<file path="config.mk">
export PLATFORM = sky130hd
export DESIGN_NAME = serial_mag_comparator_flat
export DESIGN_NICKNAME = d
export VERILOG_FILES = /design/src/rtl/serial_mag_comparator_pkg.sv /design/src/rtl/serial_mag_comparator_if.sv /design/src/rtl/serial_mag_comparator_bit_cell.sv /design/src/rtl/serial_mag_comparator.sv /design/src/flat_wrapper.sv
export SDC_FILE = /design/constraint.sdc
export NUM_CORES = 1
export LEC_CHECK = 0
export BUFFER_PORTS_ARGS = -buffer_cell sky130_fd_sc_hd__buf_2
export CAP_MARGIN = 25
export CORE_UTILIZATION = 30
export CTS_CLUSTER_SIZE = 40
export DETAILED_ROUTE_END_ITERATION = 7
export GPL_TIMING_DRIVEN = 0
export HOLD_SLACK_MARGIN = 0.06
export MAX_ROUTING_LAYER = met4
export PLACE_DENSITY = 0.52
export SYNTH_ARGS = -nofsm -noshare
export SYNTH_HDL_FRONTEND = slang
export SYNTH_SLANG_ARGS = --single-unit
</file>
<file path="constraint.sdc">
create_clock -name clk -period 2 [get_ports clk]
set_input_delay 0.3 -clock clk [delete_from_list [all_inputs] [get_ports clk]]
set_output_delay 0.3 -clock clk [all_outputs]
set_load 0.02 [all_outputs]
</file>
<file path="src/rtl/serial_mag_comparator_pkg.sv">
// Shared encodings for the bit-serial magnitude comparator: FSM state codes,
// result-vector indices and a helper that builds the one-hot result.
package cmp_pkg;

  localparam logic [1:0] S_IDLE  = 2'd0;
  localparam logic [1:0] S_SHIFT = 2'd1;
  localparam logic [1:0] S_DONE  = 2'd2;

  localparam int R_GT = 0;
  localparam int R_EQ = 1;
  localparam int R_LT = 2;

  typedef enum logic [1:0] {
    ST_IDLE  = S_IDLE,
    ST_SHIFT = S_SHIFT,
    ST_DONE  = S_DONE
  } state_e;

  typedef logic [2:0] res_t;

  // eq is implied whenever neither sticky flag fired, keeping the result one-hot.
  function automatic res_t pack_result(input logic g, input logic l);
    res_t r;
    r       = 3'b000;
    r[R_GT] = g;
    r[R_LT] = l;
    r[R_EQ] = ~g & ~l;
    return r;
  endfunction

endpackage

</file>
<file path="src/rtl/serial_mag_comparator_if.sv">
// Operand and result handshakes of serial_mag_comparator.
// master = producer/consumer side, slave = comparator side.
interface serial_mag_comparator_if #(parameter int WIDTH = 8) ();

  logic             in_valid;
  logic             in_ready;
  logic [WIDTH-1:0] a;
  logic [WIDTH-1:0] b;
  logic             out_valid;
  logic             out_ready;
  logic             gt;
  logic             eq;
  logic             lt;

  modport master (
    output in_valid, a, b, out_ready,
    input  in_ready, out_valid, gt, eq, lt
  );

  modport slave (
    input  in_valid, a, b, out_ready,
    output in_ready, out_valid, gt, eq, lt
  );

endinterface

</file>
<file path="src/rtl/serial_mag_comparator_bit_cell.sv">
// Combinational 1-bit magnitude compare cell used by the serial walker.
module cmp_bit_cell (
  input  logic a_bit,
  input  logic b_bit,
  output logic gt,
  output logic eq,
  output logic lt
);

  assign gt = a_bit & ~b_bit;
  assign lt = ~a_bit & b_bit;
  assign eq = ~(a_bit ^ b_bit);

endmodule

</file>
<file path="src/rtl/serial_mag_comparator.sv">
// Bit-serial MSB-first magnitude comparator with valid/ready in and out.
// Optional macro EARLY_EXIT_EN: finish on the first differing bit.
module serial_mag_comparator
  import cmp_pkg::*;
#(
  parameter int WIDTH = 8
) (
  input  logic                    clk,
  input  logic                    rst_n,
  serial_mag_comparator_if.slave  bus
);

  localparam int CNT_W = (WIDTH > 1) ? $clog2(WIDTH) : 1;

  state_e             state_q, state_d;
  logic [WIDTH-1:0]   a_q, a_d;
  logic [WIDTH-1:0]   b_q, b_d;
  logic [CNT_W-1:0]   cnt_q, cnt_d;
  logic               gt_s_q, gt_s_d;
  logic               lt_s_q, lt_s_d;
  logic               in_ready_q, in_ready_d;
  logic               out_valid_q, out_valid_d;
  res_t               res_q, res_d;

  logic cell_gt, cell_eq, cell_lt;
  logic hit_gt, hit_lt, finish;

  cmp_bit_cell u_cell (
    .a_bit (a_q[cnt_q]),
    .b_bit (b_q[cnt_q]),
    .gt    (cell_gt),
    .eq    (cell_eq),
    .lt    (cell_lt)
  );

  // Once a flag is set the other can no longer fire: the first difference wins.
  assign hit_gt = gt_s_q | (~lt_s_q & cell_gt);
  assign hit_lt = lt_s_q | (~gt_s_q & cell_lt);

`ifdef EARLY_EXIT_EN
  assign finish = (cnt_q == CNT_W'(0)) | (~cell_eq & ~gt_s_q & ~lt_s_q);
`else
  assign finish = (cnt_q == CNT_W'(0));
`endif

  always_comb begin
    state_d     = state_q;
    a_d         = a_q;
    b_d         = b_q;
    cnt_d       = cnt_q;
    gt_s_d      = gt_s_q;
    lt_s_d      = lt_s_q;
    in_ready_d  = in_ready_q;
    out_valid_d = out_valid_q;
    res_d       = res_q;
    case (state_q)
      ST_IDLE: begin
        if (bus.in_valid && in_ready_q) begin
          a_d        = bus.a;
          b_d        = bus.b;
          cnt_d      = CNT_W'(WIDTH - 1);
          gt_s_d     = 1'b0;
          lt_s_d     = 1'b0;
          in_ready_d = 1'b0;
          state_d    = ST_SHIFT;
        end else begin
          in_ready_d = 1'b1;
        end
      end
      ST_SHIFT: begin
        gt_s_d = hit_gt;
        lt_s_d = hit_lt;
        if (finish) begin
          cnt_d       = CNT_W'(0);
          res_d       = pack_result(hit_gt, hit_lt);
          out_valid_d = 1'b1;
          state_d     = ST_DONE;
        end else begin
          cnt_d = cnt_q - CNT_W'(1);
        end
      end
      ST_DONE: begin
        if (out_valid_q && bus.out_ready) begin
          out_valid_d = 1'b0;
          res_d       = 3'b000;
          gt_s_d      = 1'b0;
          lt_s_d      = 1'b0;
          in_ready_d  = 1'b1;
          state_d     = ST_IDLE;
        end else begin
          out_valid_d = out_valid_q;
        end
      end
      default: begin
        out_valid_d = 1'b0;
        res_d       = 3'b000;
        in_ready_d  = 1'b1;
        state_d     = ST_IDLE;
      end
    endcase
  end

  always_ff @(posedge clk) begin
    if (!rst_n) begin
      state_q     <= ST_IDLE;
      a_q         <= {WIDTH{1'b0}};
      b_q         <= {WIDTH{1'b0}};
      cnt_q       <= CNT_W'(0);
      gt_s_q      <= 1'b0;
      lt_s_q      <= 1'b0;
      in_ready_q  <= 1'b1;
      out_valid_q <= 1'b0;
      res_q       <= 3'b000;
    end else begin
      state_q     <= state_d;
      a_q         <= a_d;
      b_q         <= b_d;
      cnt_q       <= cnt_d;
      gt_s_q      <= gt_s_d;
      lt_s_q      <= lt_s_d;
      in_ready_q  <= in_ready_d;
      out_valid_q <= out_valid_d;
      res_q       <= res_d;
    end
  end

  assign bus.in_ready  = in_ready_q;
  assign bus.out_valid = out_valid_q;
  assign bus.gt        = res_q[R_GT];
  assign bus.eq        = res_q[R_EQ];
  assign bus.lt        = res_q[R_LT];

endmodule

</file>
<file path="src/flat_wrapper.sv">
// flat-port wrapper written by rule: the top's interface ports become plain ports
module serial_mag_comparator_flat import cmp_pkg::*;
#(
  parameter int WIDTH = 8
)
  (clk, rst_n, bus_in_valid, bus_a, bus_b, bus_out_ready, bus_in_ready, bus_out_valid, bus_gt, bus_eq, bus_lt);
  serial_mag_comparator_if #(.WIDTH(WIDTH)) bus_i ();
  input  logic clk;
  input  logic rst_n;
  input wire logic [$bits(bus_i.in_valid)-1:0] bus_in_valid;
  input wire logic [$bits(bus_i.a)-1:0] bus_a;
  input wire logic [$bits(bus_i.b)-1:0] bus_b;
  input wire logic [$bits(bus_i.out_ready)-1:0] bus_out_ready;
  output wire logic [$bits(bus_i.in_ready)-1:0] bus_in_ready;
  output wire logic [$bits(bus_i.out_valid)-1:0] bus_out_valid;
  output wire logic [$bits(bus_i.gt)-1:0] bus_gt;
  output wire logic [$bits(bus_i.eq)-1:0] bus_eq;
  output wire logic [$bits(bus_i.lt)-1:0] bus_lt;
  assign bus_i.in_valid = bus_in_valid;
  assign bus_i.a = bus_a;
  assign bus_i.b = bus_b;
  assign bus_i.out_ready = bus_out_ready;
  assign bus_in_ready = bus_i.in_ready;
  assign bus_out_valid = bus_i.out_valid;
  assign bus_gt = bus_i.gt;
  assign bus_eq = bus_i.eq;
  assign bus_lt = bus_i.lt;
  serial_mag_comparator #(.WIDTH(WIDTH)) u_core (.clk(clk), .rst_n(rst_n), .bus(bus_i));
endmodule
</file>
* Yosys cells after proc, flatten, opt, wreduce, memory -nomap -nowiden
Index checks and enable logic that the tools add are counted.
Operators by class: bitwise operators 15, equal/unequal tests 5, reductions and logical operators 12, magnitude comparators 1, mux-type cells 23, add/sub/neg operators 1
Operators by type and width (count):
- two-way mux 3 bit | 4
- case mux 1 bit (3 select lines) | 4
- case mux 3 bit (3 select lines) | 1
- AND reduction 3 bit | 3
- inverter 1 bit | 8
- two-way mux 1 bit | 7
- binary-select mux 1 bit (select 3 bit) | 2
- two-way mux 2 bit | 3
- != test 2 x 1 -> 1 bit, second input constant | 3
- case mux 2 bit (3 select lines) | 1
- case mux 3 bit (2 select lines) | 1
- AND reduction 2 bit | 3
- AND 1 bit | 5
- < comparator 3 x 4 -> 1 bit, second input constant | 1
- logical NOT 3 bit | 1
- nonzero test 3 bit | 1
- subtractor 3 x 1 -> 3 bit, second input constant | 1
- == test 2 x 1 -> 1 bit, second input constant | 1
- == test 2 bit, second input constant | 1
- logical AND 1 bit | 2
- logical NOT 2 bit | 1
- OR 1 bit | 2
- nonzero test 2 bit | 1
Storage, ports and cells: input bits 20, logic and storage cells 66, output and inout bits 5, bits in registers 28

* Longest topological paths before layout
word-level depth 10, gate-level depth with buffers 6

* By module
From an unflattened synthesis, not the netlist that was laid out.
Unflattened totals: cell total of the unflattened synthesis 151, area total of the unflattened synthesis 1345.0 sq um
By module, submodules not included:
- serial_mag_comparator | seq. area each 560.5 sq um, instances 1, cells an instance 147, area each 1312.5 sq um
- cmp_bit_cell | seq. area each 0.0 sq um, instances 1, cells an instance 4, area each 32.5 sq um

* Worst setup path before layout
No wires, ideal clock.
kind reg2reg, from register u_core.cnt_q[2], to register u_core.res_q[0], arrival time 1767 ps, stages on the path, launching flop included 6, clock period less this slack 1837 ps, data required time 1930 ps, setup slack 163 ps, cell sequence dfxtp_1 buf_6 mux4_2 mux2_4 or4_1 a21oi_1
Between the ends: word-level cells in the longest chain between the ends 8
Ends and longest elaborated chain:
- start, declared | line serial_mag_comparator.sv:18 | logic [CNT_W-1:0] cnt_q, cnt_d;
- start signal, assigned | line serial_mag_comparator.sv:118 | cnt_q <= cnt_d;
- binary-select mux 1 bit (select 3 bit) | line serial_mag_comparator.sv:30 | .b_bit (b_q[cnt_q]),
- two-way mux 1 bit (not written as such) | line serial_mag_comparator.sv:30
- inverter 1 bit | line serial_mag_comparator_bit_cell.sv:10 | assign gt = a_bit & ~b_bit;
- AND 1 bit | line serial_mag_comparator_bit_cell.sv:10
- AND 1 bit | line serial_mag_comparator.sv:37 | assign hit_gt = gt_s_q | (~lt_s_q & cell_gt);
- OR 1 bit | line serial_mag_comparator.sv:37
- two-way mux 3 bit | line serial_mag_comparator.sv:73 | if (finish) begin
- case mux 3 bit (3 select lines) | line serial_mag_comparator.sv:56 | case (state_q)
- end signal, assigned | line serial_mag_comparator.sv:123 | res_q <= res_d;
- end, declared | line serial_mag_comparator.sv:23 | res_t res_q, res_d;
Parallel ways exist; a longest one is shown, timed or not. The select of a mux whose other input is x is not followed. A chain may end at the register's enable or synchronous reset.

* Final worst setup path
Same ends and word-level chain as after synthesis.

==> results by group <==
Floorplan
  – Initial core utilization: 0.312
  – Core Area: 0.00400 sq mm
  – Die Span X: 66.5 um
  – DIE AREA: 0.00442 sq mm
  – Top Ports: 25
  – DIE HEIGHT: 66.5 um
  – # rows: 23

STA
  – Final period utilization: 0.963
  – Final Critical Period: 1930 ps
  – Worst slew pin tran: 515 ps
  – Worst clock skew: 7.48 ps
  – Final slew viol count: 0
  – Hold Fails Final Rpt: 0
  – Rel. slew slack: 0.656
  – RSZ-0062 raised after global routing: false
  – # setup viols final: 0
  – Setup slack after layout: 73.5 ps
  – Highest Clock Rate: 0.519 GHz

Hold path
  – Hold Path Class: input pin to register

Finish
  – Register Area: 561 sq um
  – Ant diodes: 0
  – Layout Utilization: 0.383
  – Fill cells: 424
  – Nets: 191
  – Area Overhead vs Synth: 23.0%
  – Multi-input logic area: 668 sq um
  – Layout cells sized above 1: 0.247

Power and ir drop
  – Combinational share of power: 0.290
  – Leakage: 0.620 nW
  – Sw power: 0.000447 W
  – Clock share of power: 0.245
  – Maximum VDD drop: 0.525 mV
  – Int Pwr: 0.000976 W
  – Switching Share: 0.314
  – PwrDens: 929 mW/mm^2
  – Share of power burned in registers: 0.465

Run status
  – Status: completed

Synth
  – Synth area leader: dfxtp_1
  – Syn Nets: 160
  – EDFF count, synth: 0
  – Area of the mapped netlist: 0.00125 sq mm
  – Share of synthesized area occupied by flip-flops and latches: 0.450
  – Synth async-reset ratio: 0
  – Synth area leaders: dfxtp_1, nand2_1, a21oi_1
  – Avg Cell Area, Syn: 8.90 sq um
  – Synth Instances: 140
  – Post-synth top flop: dfxtp_1
  – Seq cells post-synth: 28
  – Syn. warnings: 0
  – Synth top area share: 0.450
  – Synth unique cells: 34

Drt
  – Initial drt markers: 37
  – DRT Wirelength: 2900 um
  – Post-DR vias/cell: 5.01
  – DR WL/cell: 13.2 um
  – DRC viols: 0
  – DRT Pass-1 Iters: 4
  – Final antenna-violating net count: 0
  – Vias: 1102

CTS
  – Htree depth: 1
  – Clock sink count: 28
  – Inserted Clock Buffers: 3
  – Post-CTS Hold Fix Bufs: 0
  – Worst-Skew Late Latency: 280 ps
  – Max clock buf depth: 2
  – CTS tree: yes
  – Clock root cell: clkbuf_8
  – Clock-pin slew on the worst setup and hold paths: 100 ps

Global route
  – Total GRT Usage: 0.151
  – Initial antenna violation count: 0
  – First-pass GRT wire length: 4830 um
  – Largest net degree at the start of global routing: 16
  – Number of global-route vias before repair: 1089
  – GR Overflow Total: 0

Placement
  – GPL Wtd Cong: 0.804
  – Detail Placement HPWL: 2100 um
  – Buffers added on ports: 24
  – Pre-CTS setup slack: -161 ps

Worst setup path
  – Worst Setup Start Kind: register
  – Required time worst endpoint: 2210 ps
  – CP endpoint kind: register
  – Critical path peak fanout: 6
  – CP Class: register to register
  – Crit path DAT: 2140 ps

Run
  – Maxcap violations: 0
-- path summary, 6_finish.rpt --
check / startpoint / end / slack [ps] / depth (start not counted)
setup / recovery: u_core.cnt_q[2]$_SDFFE_PN0P_ / u_core.res_q[0]$_SDFFE_PN0P_ / 70 / 5
hold / removal: bus_a[2] / u_core.a_q[2]$_SDFFE_PN0P_ / 250 / 3
setup reg to reg: u_core.cnt_q[2]$_SDFFE_PN0P_ / u_core.res_q[0]$_SDFFE_PN0P_ / 70 / 5
hold reg to reg: u_core.a_q[4]$_SDFFE_PN0P_ / u_core.a_q[4]$_SDFFE_PN0P_ / 460 / 2
-- registers in the layout (all words and copies together) (netlist names) --
name,cells
u_core.a_q,8
u_core.b_q,8
u_core.bus.in_ready,1
u_core.bus.out_valid,1
u_core.cnt_q,3
u_core.gt_s_q,1
u_core.lt_s_q,1
u_core.res_q,3
u_core.state_q,2
-- cell usage after synthesis, types with 2 or more instances --
library cell	instances
nand3_1	2
dfxtp_1	28
nor2_1	2
a21oi_1	23
inv_1	3
clkbuf_1	6
a22oi_1	3
nand2_1	36
nor3_1	2
mux4_1	3
mux2_2	2
nand3b_1	2
o21ai_0	5
and3_1	3
-- area by class of cell --
| class | instances | share of cell area |
|---|---|---|
| buffer | 8 | 0.0261 |
| clock buffer | 4 | 0.0359 |
| inverter | 3 | 0.00735 |
| multi-input combinational | 101 | 0.436 |
| sequential | 28 | 0.366 |
| tap | 50 | 0.0408 |
| timing repair buffer | 26 | 0.0882 |
-- routing by layer --
| metal | global-route usage | vias to the layer above | part of all wire |
|---|---|---|---|
| li1 | - | 562 | - |
| met1 | 0.176 | 516 | 0.47 |
| met2 | 0.264 | 22 | 0.49 |
| met3 | 0.0411 | 2 | 0.039 |
| met4 | 0.0239 | 0 | 0.0045 |
| met5 | - | - | 0 |
-- per-stage QoR --
step	power [W]	hold WS [ps]	TNS, ps	instances	cell area [sq um]
after floorplan	0.000942	376	0	140	1250
after global placement	0.00104	441	-619	214	1430
after detailed placement	0.00105	445	-1150	214	1430
after CTS	0.00142	244	0	218	1490
after global routing	0.00153	239	0	220	1530
final	0.00142	252	0	220	1530
-- power by group through the flow --
| stage | Combinational [W] | Clock (W) | Sequential (W) |
|---|---|---|---|
| after floorplan | 0.000264 | 0 | 0.000678 |
| after global placement | 0.000370 | 0 | 0.000672 |
| after detailed placement | 0.000378 | 0 | 0.000674 |
| after CTS | 0.000381 | 0.000373 | 0.000661 |
| after global routing | 0.000459 | 0.000398 | 0.000671 |
| final | 0.000413 | 0.000350 | 0.000662 |
-- critical path, cell delays in order (launching register included) --
cell     delay [ps]
dfxtp_1         340
buf_6           120
mux4_2          480
mux2_4          320
or4_1           470
a21oi_1         130
-- cells by family (layout without fill, tap and decap cells) --
logic type	Yosys count	in the layout	share of synthesized area
compound gates	39	39	0.181
simple gates	53	53	0.203
mux	8	8	0.119
buf+inv	11	41	0.0402
xor+xnor	1	1	0.00703
flops	28	28	0.450
-- cell usage in the layout (no fill, tap or decap), drive strengths merged, types with 3 or more instances in the layout --
master  synthesis  routed
a21oi          23      23
dfxtp          28      28
mux4            4       4
mux2            3       3
a22oi           3       3
and3            3       3
inv             3       3
o21ai           6       6
clkbuf          6      10
buf             2      28
nand2          36      36
-- repair_timing --
| action | CTS | global route |
|---|---|---|
| gates cloned | 0 | 0 |
| setup buffers | 0 | 2 |
| gates resized for setup | 1 | 6 |
| setup endpoints to repair | 10 | 6 |
Power figures use the tool's default switching activity.
